## src/rtl/mem_stage.sv

```systemverilog
// Purpose: MIPS memory stage. EX/MEM register, data-cache request FSM, MEM/WB register, branch resolve.
// Latency: 1 cycle EX->EX/MEM, 1 more cycle to MEM/WB; loads add one cycle per cache wait cycle.
// Backpressure: dmem_ready low on a request holds EX/MEM and raises mem_stall_out to freeze upstream.
//
// Ports:
//   clk, rst_n                       clock, asynchronous active-low reset
//   *_in                             execute-stage results and control bits, flush_in bubbles EX/MEM
//   dmem_req/we/addr/wdata           data-cache request, held stable until dmem_ready
//   dmem_rdata/dmem_ready            data-cache response
//   mem_stall_out                    freeze PC, IF/ID and ID/EX
//   pc_src_out, branch_target_out    taken-branch redirect
//   ex_mem_*_out, mem_wb_*_out       forwarding sources and write-back entry
//   stall_cycles_out                 saturating count of stalled cycles

module mem_stage (
   input  logic        clk,
   input  logic        rst_n,
   // execute stage
   input  logic [31:0] alu_result_in,
   input  logic [31:0] reg_data2_fwd_in,
   input  logic [31:0] branch_target_in,
   input  logic        zero_flag_in,
   input  logic [4:0]  rd_addr_final_in,
   input  logic        mem_to_reg_in,
   input  logic        reg_write_in,
   input  logic        mem_read_in,
   input  logic        mem_write_in,
   input  logic        branch_in,
   input  logic        flush_in,
   // data cache
   output logic        dmem_req,
   output logic        dmem_we,
   output logic [31:0] dmem_addr,
   output logic [31:0] dmem_wdata,
   input  logic [31:0] dmem_rdata,
   input  logic        dmem_ready,
   // hazard / branch
   output logic        mem_stall_out,
   output logic        pc_src_out,
   output logic [31:0] branch_target_out,
   // forwarding and write-back
   output logic [31:0] ex_mem_result_out,
   output logic [4:0]  ex_mem_rd_addr_out,
   output logic        ex_mem_reg_write_out,
   output logic [31:0] mem_wb_result_out,
   output logic [4:0]  mem_wb_rd_addr_out,
   output logic        mem_wb_reg_write_out,
   // statistics
   output logic [31:0] stall_cycles_out
);

   typedef struct packed {
      logic [31:0] alu;
      logic [31:0] wdata;
      logic [31:0] target;
      logic        zero;
      logic [4:0]  rd;
      logic        mem_to_reg;
      logic        reg_write;
      logic        mem_read;
      logic        mem_write;
      logic        branch;
   } ex_mem_t;

   typedef enum logic [0:0] {
      ST_IDLE = 1'b0,
      ST_WAIT = 1'b1
   } state_t;

   ex_mem_t     ex_mem_q, ex_mem_d;
   state_t      state_q, state_d;
   logic [31:0] mem_wb_result_q, mem_wb_result_d;
   logic [4:0]  mem_wb_rd_addr_q, mem_wb_rd_addr_d;
   logic        mem_wb_reg_write_q, mem_wb_reg_write_d;
   logic [31:0] stall_cnt_q, stall_cnt_d;

   logic        memop;
   logic        stall;

   // ------------------------------------------------------------------
   // Cache request. The request is a pure function of the EX/MEM entry
   // (plus the WAIT state), so an asynchronous reset that clears EX/MEM
   // drops dmem_req immediately. Since EX/MEM is held while waiting, the
   // address, direction and data are stable for the whole transaction.
   // ------------------------------------------------------------------
   assign memop      = ex_mem_q.mem_read | ex_mem_q.mem_write;
   assign dmem_req   = memop | (state_q == ST_WAIT);
   // mem_write wins when both read and write are set: treated as a store.
   assign dmem_we    = ex_mem_q.mem_write;
   assign dmem_addr  = {ex_mem_q.alu[31:2], 2'b00};
   assign dmem_wdata = ex_mem_q.wdata;

   // dmem_ready is only meaningful while a request is out.
   assign stall         = dmem_req & ~dmem_ready;
   assign mem_stall_out = stall;

   // ------------------------------------------------------------------
   // FSM: tracks whether a request is outstanding across cycles.
   // ------------------------------------------------------------------
   always_comb begin
      state_d = state_q;
      case (state_q)
         ST_IDLE: begin
            if (dmem_req && !dmem_ready) begin
               state_d = ST_WAIT;
            end
         end
         ST_WAIT: begin
            if (dmem_ready) begin
               state_d = ST_IDLE;
            end
         end
         default: state_d = ST_IDLE;
      endcase
   end

   // ------------------------------------------------------------------
   // EX/MEM: stall holds, otherwise flush inserts a bubble, otherwise load.
   // Stall must win so a waiting memory op is not lost to a flush.
   // ------------------------------------------------------------------
   always_comb begin
      ex_mem_d = ex_mem_q;
      if (!stall) begin
         if (flush_in) begin
            ex_mem_d = '0;
         end else begin
            ex_mem_d.alu        = alu_result_in;
            ex_mem_d.wdata      = reg_data2_fwd_in;
            ex_mem_d.target     = branch_target_in;
            ex_mem_d.zero       = zero_flag_in;
            ex_mem_d.rd         = rd_addr_final_in;
            ex_mem_d.mem_to_reg = mem_to_reg_in;
            ex_mem_d.reg_write  = reg_write_in;
            ex_mem_d.mem_read   = mem_read_in;
            ex_mem_d.mem_write  = mem_write_in;
            ex_mem_d.branch     = branch_in;
         end
      end
   end

   // ------------------------------------------------------------------
   // MEM/WB: a stalled cycle sends a bubble downstream by clearing only
   // reg_write; result and rd_addr keep their old values.
   // ------------------------------------------------------------------
   always_comb begin
      mem_wb_result_d    = mem_wb_result_q;
      mem_wb_rd_addr_d   = mem_wb_rd_addr_q;
      mem_wb_reg_write_d = mem_wb_reg_write_q;
      if (stall) begin
         mem_wb_reg_write_d = 1'b0;
      end else begin
         mem_wb_result_d    = ex_mem_q.mem_to_reg ? dmem_rdata : ex_mem_q.alu;
         mem_wb_rd_addr_d   = ex_mem_q.rd;
         mem_wb_reg_write_d = ex_mem_q.reg_write;
      end
   end

   // Saturating stall counter.
   always_comb begin
      stall_cnt_d = stall_cnt_q;
      if (stall && (stall_cnt_q != 32'hFFFF_FFFF)) begin
         stall_cnt_d = stall_cnt_q + 32'd1;
      end
   end

   // ------------------------------------------------------------------
   // State registers
   // ------------------------------------------------------------------
   always_ff @(posedge clk or negedge rst_n) begin
      if (!rst_n) begin
         state_q            <= ST_IDLE;
         ex_mem_q           <= '0;
         mem_wb_result_q    <= '0;
         mem_wb_rd_addr_q   <= '0;
         mem_wb_reg_write_q <= 1'b0;
         stall_cnt_q        <= '0;
      end else begin
         state_q            <= state_d;
         ex_mem_q           <= ex_mem_d;
         mem_wb_result_q    <= mem_wb_result_d;
         mem_wb_rd_addr_q   <= mem_wb_rd_addr_d;
         mem_wb_reg_write_q <= mem_wb_reg_write_d;
         stall_cnt_q        <= stall_cnt_d;
      end
   end

   // ------------------------------------------------------------------
   // Outputs
   // ------------------------------------------------------------------
   // A branch entry is never a memop, so this is high for exactly the one
   // cycle the branch sits in EX/MEM; the hazard unit flushes behind it.
   assign pc_src_out           = ex_mem_q.branch & ex_mem_q.zero;
   assign branch_target_out    = ex_mem_q.target;

   assign ex_mem_result_out    = ex_mem_q.alu;
   assign ex_mem_rd_addr_out   = ex_mem_q.rd;
   assign ex_mem_reg_write_out = ex_mem_q.reg_write;

   assign mem_wb_result_out    = mem_wb_result_q;
   assign mem_wb_rd_addr_out   = mem_wb_rd_addr_q;
   assign mem_wb_reg_write_out = mem_wb_reg_write_q;

   assign stall_cycles_out     = stall_cnt_q;

endmodule
```

## config.mk

```make
export PLATFORM = sky130hd
export DESIGN_NAME = mem_stage
export DESIGN_NICKNAME = d
export VERILOG_FILES = /design/src/rtl/mem_stage.sv
export SDC_FILE = /design/constraint.sdc
export NUM_CORES = 1
export LEC_CHECK = 0
export ABC_CLOCK_PERIOD_IN_PS = 3760
export BUFFER_PORTS_ARGS = -buffer_cell sky130_fd_sc_hd__buf_2
export CAP_MARGIN = 15
export CORE_ASPECT_RATIO = 0.8
export CORE_UTILIZATION = 25
export DETAILED_ROUTE_END_ITERATION = 6
export PLACE_DENSITY = 0.53
export RECOVER_POWER = 50
export SYNTH_ARGS = -nofsm -noshare
export SYNTH_HDL_FRONTEND = slang
export SYNTH_SLANG_ARGS = --single-unit
```

## constraint.sdc

```tcl
create_clock -name clk -period 3.76 [get_ports clk]
set_input_delay 0.376 -clock clk [delete_from_list [all_inputs] [get_ports clk]]
set_output_delay 0.376 -clock clk [all_outputs]
set_load 0.005 [all_outputs]
```

==> impl_metrics.json, run 1 <==
{
  "status": "complete, but fails checks",
  "violations": "capacitance limit, slew limit",
  "cts.path.max_buffers": 2,
  "yosysTopAreaCell": "dfrtp_1",
  "endpoint_kind": "register",
  "post_cts_buffers": 0,
  "fmaxAchievable_ghz": 0.405,
  "pwr-share-comb_pct": 17.4,
  "powerDensity_nw_per_um2": 482,
  "min_path_type": "in2reg",
  "cts_resized": 0,
  "layout_commonest_cell": "nand2_1",
  "antenna_found_initial": 5,
  "drc": 0,
  "grt_overflow_total": 0,
  "cts_num_sinks": 178,
  "endpoint": "ex_mem_result_out[18]",
  "first_iter_violations": 445,
  "r2r-start": "dmem_we",
  "reg2regPathDepth": 7,
  "tightest_slew_ns": 1.74,
  "layout-drive-gt1-share_pct": 27.5,
  "power_mw": 5.03,
  "synth_area_leaders": "dfrtp_1 51%, nand2_1 12%, buf_4 12%, nand3b_1 9.1%, mux2i_1 3.7%",
  "nets": 1250,
  "maxSlewHeadroom_pct": -16.1,
  "period_minus_slack_ns": 2.47,
  "ys.flop_type": "dfrtp_1",
  "grt_pass1_vias": 6452,
  "start_util_pct": 25.6,
  "ir_drop_mv": 0.230,
  "synth_edf_count": 0,
  "seq_power_share_pct": 46.6,
  "power.switching_mw": 1.47,
  "rrSetupSlack_ns": 1.29,
  "grt_start_max_net_pins": 97,
  "clk_pin_slew_worst_paths_ns": 0.08,
  "start_kind": "register",
  "cp.arrival_ns": 2.84,
  "startpoint": "dmem_we",
  "gr-usage-met1_pct": 17.5,
  "grt_util_met3_pct": 5.68,
  "grt_use_met2_pct": 20.7,
  "die_area_sq_um": 35600,
  "die_width_um": 211,
  "yosysSeqAreaShare_pct": 51.1,
  "core_sq_um": 34000,
  "ys_async_sr_fraction_pct": 100,
  "swShare_pct": 29.3,
  "cts_inserted_buffers": 17,
  "vias": 6688,
  "finClkSkew_ns": 0.0130,
  "io_buffers": 348,
  "synth_cells": 909,
  "grt_pass1_wl_um": 37100,
  "yosysTopAreaCellShare_pct": 51.1,
  "path_class": "reg2reg",
  "antenna_left": 0,
  "crit_required_ns": 4.13,
  "cts_tree": "built",
  "root_buffer": "clkbuf_16",
  "core.rowCount": 60,
  "htreeDepth": 4,
  "final_cell_mix": "272 x nand2_1, 260 x buf_2, 177 x dfrtp_1",
  "wl_per_cell_um": 15.2,
  "drt_first_pass_iters": 7,
  "final_util_pct": 30.7,
  "fin_setup_tns_ns": 0,
  "rsz0062_at_grt": "false",
  "avgSynthCellArea_sq_um": 9.60,
  "cap_viol_max_count": 1,
  "hold_viol": 0,
  "grt_busiest_layer": "met2",
  "fillers": 3670,
  "yosys_warnings": 0,
  "vias_per_cell": 4.22,
  "routed_wl_um": 24100,
  "synthesis.area_sq_um": 8720,
  "clock_latency_ns": 0.44,
  "timing.final.crit_share_pct": 65.7,
  "gp_congestion": 0.761,
  "power_frac_clock_pct": 36.1,
  "num_io_pins": 351,
  "r2r-end": "ex_mem_result_out[18]",
  "ys_ff_latch": 178,
  "slew_violations": 31,
  "p_int_mw": 3.56,
  "hpwl_um": 17000,
  "p_leak_nw": 5.42,
  "critPathMaxFanout": 57,
  "fp.dieH_um": 169,
  "setup_violations": 0,
  "grtUsageTotal_pct": 13.5,
  "syn2layout_area_growth_pct": 19.6,
  "synth.distinct_cells": 36,
  "cts_hold_buf": 1
}
-- how the worst min path moves through the flow --
stage               slack (ns)           startpoint                    end  depth (start not counted)
floorplan                 0.08                rst_n   branch_target_out[0]                          0
global placement          0.36                rst_n  branch_target_out[16]                          1
detailed placement        0.36                rst_n  branch_target_out[16]                          1
CTS                       0.13  rd_addr_final_in[3]  ex_mem_rd_addr_out[3]                          3
global route              0.13    alu_result_in[24]  ex_mem_result_out[24]                          3
finish                    0.16  rd_addr_final_in[3]  ex_mem_rd_addr_out[3]                          3
-- state kept, by name (all words and copies together) (netlist names) --
signal / flops
ex_mem_reg_write_out: 1
mem_wb_reg_write_out: 1
mem_wb_result_out: 32
dmem_wdata: 32
stall_cycles_out: 32
state_q: 1
ex_mem_q: 4
ex_mem_result_out: 32
branch_target_out: 32
ex_mem_rd_addr_out: 5
mem_wb_rd_addr_out: 5
dmem_we: 1
-- layer usage --
layer,part of all wire (%),up-vias
met5,0.11,-
met4,1.3,4
met3,8.2,26
met2,45,269
met1,46,3168
li1,-,3221
-- cells in the mapped netlist, types with 6 or more instances --
cell,number
nand4_1,9
nand3_1,11
buf_4,134
xor2_1,18
xnor2_1,12
nor3_1,6
and3_1,8
nand2_1,273
nor2_1,7
clkbuf_1,28
buf_2,16
mux2i_1,32
nand3b_1,106
o21ai_0,32
dfrtp_1,178
-- power groups by stage --
stage / registers (mW) / logic, mW / clock network (mW)
2_1_floorplan: 2.33 / 0.632 / 0
3_3_place_gp: 2.37 / 0.924 / 0
5_1_grt: 2.38 / 0.997 / 1.96
3_5_place_dp: 2.38 / 0.935 / 0
4_1_cts: 2.34 / 0.936 / 1.89
6_report: 2.34 / 0.875 / 1.81
-- through the flow --
step	instance area, sq um	hold WS [ns]	cells	worst slack [ns]
after global placement	9960	0.356	1551	1.28
after CTS	10500	0.130	1582	1.24
after global routing	10400	0.135	1583	0.923
after detailed placement	9960	0.359	1551	1.27
after floorplan	8730	0.0804	910	1.84
final	10400	0.161	1583	1.29
-- layout make-up --
type	instances	area (sq um)	area share, %
Tap cell	465	582	5.58
Sequential cell	178	4460	42.7
Multi-Input combinational cell	545	3050	29.2
Antenna cell	1	2.50	0.0240
Clock buffer	22	474	4.55
Clock inverter	8	104	0.995
Inverter	5	23.8	0.228
Timing Repair Buffer	359	1740	16.7
-- critical path, stage by stage (launching register included) --
cell	delay, ns
dfrtp_1	0.39
nor3_1	0.28
inv_1	0.15
nand2_4	0.12
buf_4	0.50
buf_4	0.65
nand3b_1	0.15
nand2_1	0.09
-- cells by family (layout without fill, tap and decap cells) --
kind of cell | Yosys count | count (layout) | synth area share (%)
xor+xnor | 30 | 30 | 3.01
flops | 178 | 178 | 51.1
fa+ha+maj | 1 | 1 | 0.143
buf+inv | 187 | 394 | 14.1
other cells | 1 | 3 | 0.0430
mux | 33 | 33 | 3.84
simple gates | 441 | 441 | 25.5
compound gates | 38 | 38 | 2.30
No activity file was read; power rests on OpenSTA's default activity.
==> run 2, diff against run 1 <==
- ABC_CLOCK_PERIOD_IN_PS: 3760 -> 2500
- clock period: 3.76 -> 2.5 ns (I/O delays scaled with it)
==> impl_metrics.json, run 2 (synthesis gave the netlist of run 1 again) <==
{
  "status": "finished clean",
  "final_cell_mix": "276 x buf_2, 272 x nand2_1, 177 x dfrtp_1",
  "p_leak_nw": 5.56,
  "fillers": 3683,
  "critPathMaxFanout": 76,
  "hold-worst-slack_ns": 0.0333,
  "crit_required_ns": 2.25,
  "place_ws_ns": 0.350,
  "cp.arrival_ns": 2.09,
  "min_path_type": "in2reg",
  "slew_violations": 0,
  "wl_per_cell_um": 15.2,
  "dpl_cell_area_sq_um": 10000,
  "grt_pass1_vias": 6512,
  "layout_commonest_cell": "buf_2",
  "antenna_found_initial": 2,
  "hold_viol": 0,
  "timing.final.ws_setup_ns": 0.163,
  "final_util_pct": 31.3,
  "clock_latency_ns": 0.45,
  "die_area_sq_um": 35600,
  "syn2layout_area_growth_pct": 22.1,
  "vias": 6725,
  "grt_overflow_total": 0,
  "start_kind": "register",
  "core.rowCount": 60,
  "fp.dieH_um": 169,
  "cts_num_sinks": 178,
  "layout-drive-gt1-share_pct": 29.1,
  "nets": 1269,
  "core_sq_um": 34000,
  "timing.final.crit_share_pct": 93.5,
  "finClkSkew_ns": 0.0162,
  "vias_per_cell": 4.20,
  "tightest_slew_ns": 1.41,
  "routed_wl_um": 24400,
  "rsz0062_at_grt": "false",
  "fin_setup_tns_ns": 0,
  "root_buffer": "clkbuf_16",
  "grtUsageTotal_pct": 13.8,
  "first_iter_violations": 394,
  "endpoint_kind": "output pin",
  "cts_tree": "built",
  "drc": 0,
  "fmaxAchievable_ghz": 0.428,
  "start_util_pct": 25.6,
  "period_minus_slack_ns": 2.34,
  "n_antenna_cell": 0,
  "htreeDepth": 4,
  "clk_pin_slew_worst_paths_ns": 0.07,
  "antenna_left": 0,
  "cap_viol_max_count": 0,
  "io_buffers": 348,
  "cts_inserted_buffers": 17,
  "grt_pass1_wl_um": 38000,
  "final_area_sq_um": 10600,
  "maxSlewHeadroom_pct": 6.19,
  "path_class": "reg2out",
  "num_io_pins": 351,
  "post_cts_buffers": 0,
  "die_width_um": 211,
  "drt_first_pass_iters": 4,
  "grt_start_max_net_pins": 98,
  "setup_violations": 0,
  "cts.path.max_buffers": 2,
  "powerDensity_nw_per_um2": 710,
  "hpwl_um": 17300,
  "ir_drop_mv": 0.387,
  "gp_congestion": 0.795
}
[run 2: final cells by class]
class                   instances  area, sq um  area share, %
inverters                       5         23.8          0.223
flip-flops and latches        178         4460           41.8
repair buffers                378         1960           18.4
clock inverters                12          120           1.13
well taps                     465          582           5.46
multi-input cells             545         3060           28.7
clock buffers                  20          447           4.20
[run 2: through the flow]
step                      power (mW)  instances
final                           7.56       1603
after floorplan                 4.46        910
after global placement          4.99       1556
after detailed placement        5.02       1556
after global routing            7.99       1603
after CTS                       7.75       1603
[run 2: power breakdown]
part | internal [mW] | leakage [nW] | switching (mW)
combinational | 0.608 | 2.96 | 0.785
clock | 1.42 | 0.272 | 1.24
sequential | 3.24 | 2.32 | 0.273
total | 5.26 | 5.56 | 2.29
[run 2: worst paths after layout]
| kind | depth (start not counted) | slack [ns] | endpoint | from |
|---|---|---|---|---|
| worst max-delay path | 5 | 0.16 | mem_stall_out | dmem_we |
| worst min-delay path | 3 | 0.03 | ex_mem_rd_addr_out[2] | rd_addr_final_in[2] |
| worst max register to register | 7 | 0.34 | stall_cycles_out[23] | stall_cycles_out[0] |
| worst min register to register | 2 | 0.46 | ex_mem_q[0] | ex_mem_q[0] |
| max in group asynchronous | 3 | 0.57 | ex_mem_q[4] | rst_n |
| min in group asynchronous | 2 | 0.16 | branch_target_out[8] | rst_n |
[run 2: critical path: stages, from the launching register on]
cell and delay (ns):
dfrtp_1 0.40, nor3_1 0.33, inv_1 0.22, nand2_8 0.22, inv_6 0.19, buf_2 0.22
[run 2: repair_timing]
action,CTS,global route
endpoints found under the setup margin,0,1
resized for setup,0,1
hold buffers,15,0
endpoints found under the hold margin,192,0
[run 2: routing by layer]
metal	part of all wire [%]	up-vias	GRT usage (%)
met4	0.95	4	3.50
met2	45	243	21.2
met1	46	3204	18.0
met5	0.094	-	0
li1	-	3259	-
met3	8.6	15	5.57
==> run 3, diff against run 2 <==
- CORE_ASPECT_RATIO: 0.8 -> default
- RECOVER_POWER: 50 -> default
- SLEW_MARGIN: default -> 5
==> impl_metrics.json, run 3 (synthesis gave the netlist of run 1 again) <==
{
  "antenna_left": 0,
  "clk_pin_slew_worst_paths_ns": 0.08,
  "cts_tree": "built",
  "endpoint_kind": "register",
  "syn2layout_area_growth_pct": 22.1,
  "cts_num_sinks": 178,
  "grt_pass1_vias": 6461,
  "setup_violations": 0,
  "cap_viol_max_count": 0,
  "layout-drive-gt1-share_pct": 35.8,
  "grt_pass1_wl_um": 37200,
  "fp.dieH_um": 189,
  "routed_wl_um": 24000,
  "powerDensity_nw_per_um2": 710,
  "power.switching_mw": 2.29,
  "crit_chain": "ha_1 > and3_1 > and4_1 > and3_1 > nor2_2 > mux2_4",
  "core.rowCount": 68,
  "nets": 1258,
  "cts_inserted_buffers": 17,
  "crit_required_ns": 2.83,
  "die_area_sq_um": 35600,
  "drc": 0,
  "fmaxAchievable_ghz": 0.427,
  "first_iter_violations": 259,
  "grtUsageTotal_pct": 13.5,
  "antenna_found_initial": 3,
  "path_class": "reg2reg",
  "worst_path_max_delay_cell": "and3_1",
  "cp.buffers_inverters": 0,
  "vias": 6664,
  "slew_violations": 0,
  "seq_power_share_pct": 46.3,
  "wl_per_cell_um": 15.2,
  "clock_latency_ns": 0.44,
  "die_width_um": 189,
  "status": "finished clean",
  "crit_family": "simple AND/OR/NAND/NOR gates",
  "ir_drop_mv": 0.526,
  "p_leak_nw": 5.79,
  "start_kind": "register",
  "post_cts_buffers": 0,
  "rsz0062_at_grt": "false",
  "min_path_type": "in2reg",
  "io_buffers": 348,
  "power_mw": 7.56,
  "period_minus_slack_ns": 2.34,
  "maxSlewHeadroom_pct": 53.7,
  "cts.path.max_buffers": 2,
  "power_frac_clock_pct": 35.0,
  "timing.final.crit_share_pct": 93.8,
  "gp_congestion": 0.751,
  "pwr-share-comb_pct": 18.7,
  "critPathMostFrequentCell": "and3_1",
  "fin_setup_tns_ns": 0,
  "finClkSkew_ns": 0.0158,
  "vias_per_cell": 4.21,
  "start_util_pct": 25.3,
  "hold_viol": 0,
  "final_cell_mix": "347 x buf_2, 272 x nand2_1, 177 x dfrtp_1",
  "cts_hold_buf": 4,
  "swShare_pct": 30.3,
  "num_io_pins": 351,
  "tightest_slew_ns": 0.694,
  "layout_commonest_cell": "buf_2",
  "core_sq_um": 34500,
  "cp.arrival_ns": 2.67,
  "cts_resized": 0,
  "critPathMaxFanout": 14,
  "root_buffer": "clkbuf_16",
  "grt_start_max_net_pins": 81,
  "p_int_mw": 5.27,
  "grt_overflow_total": 0,
  "htreeDepth": 4,
  "hpwl_um": 16900,
  "slowest_delay_ns": 0.64,
  "drt_first_pass_iters": 4
}
==> run 3: cell types whose count changed in the layout (fill, tap and decap cells not counted), moves of 2 or more <==
| cell | change |
|---|---|
| buf_12 | +3 |
| buf_2 | +71 |
| clkbuf_1 | -73 |
| clkbuf_4 | -2 |
| diode_2 | +2 |
| dlygate4sd3_1 | -11 |
==> run 3: metrics by stage <==
stage          cell area, sq um  hold slack (ns)  cells  setup slack, ns  util, %
6_report                  10600           0.0317   1583            0.156     30.9
5_1_grt                   10600          0.00612   1582          0.00162     30.9
4_1_cts                   10600         0.000429   1581            0.132     30.9
3_5_place_dp              10000            0.299   1546            0.149     29.2
3_3_place_gp              10000            0.298   1546            0.216     29.2
2_1_floorplan              8730          -0.0456    910            0.575        -
==> run 3: path summary, 6_finish.rpt <==
kind	from	to	slack, ns	depth (start not counted)
max	stall_cycles_out[0]	stall_cycles_out[1]	0.16	6
min	reg_data2_fwd_in[26]	dmem_wdata[26]	0.03	3
max reg2reg	stall_cycles_out[0]	stall_cycles_out[1]	0.16	6
min reg2reg	ex_mem_q[10]	ex_mem_q[10]	0.46	2
max in group asynchronous	rst_n	ex_mem_result_out[9]	1.35	3
min in group asynchronous	rst_n	branch_target_out[16]	0.37	2
==> run 3: final cells by class <==
type / count / area [sq um]
antenna: 2 / 5.00
clock buffer: 18 / 429
clock inverter: 13 / 128
fill: 3709 / 23800
inverter: 5 / 23.8
multi-input combinational: 545 / 3050
sequential: 178 / 4460
tap: 455 / 569
timing repair buffer: 367 / 1990
==> run 3: worst reg2reg max path: stages (launching register included) <==
cell and delay [ns]:
dfrtp_1 0.40, ha_1 0.19, and3_1 0.24, and4_1 0.31
and3_1 0.64, nor2_2 0.13, mux2_4 0.33
==> run 3: power groups by stage <==
| stage | combinational, mW | sequential [mW] | clock (mW) |
|---|---|---|---|
| 2_1_floorplan | 0.951 | 3.51 | 0 |
| 3_3_place_gp | 1.43 | 3.55 | 0 |
| 3_5_place_dp | 1.46 | 3.56 | 0 |
| 4_1_cts | 1.46 | 3.51 | 2.77 |
| 5_1_grt | 1.59 | 3.55 | 2.86 |
| 6_report | 1.42 | 3.50 | 2.64 |
==> run 3: metal layers <==
layer  vias to the layer above  share of wire, %  GRT usage, %
met3                        23               5.9          3.63
met4                         4               1.6          4.87
met5                         -             0.096             0
met1                      3199                45          17.2
met2                       210                48          21.7
li1                       3228                 -             -
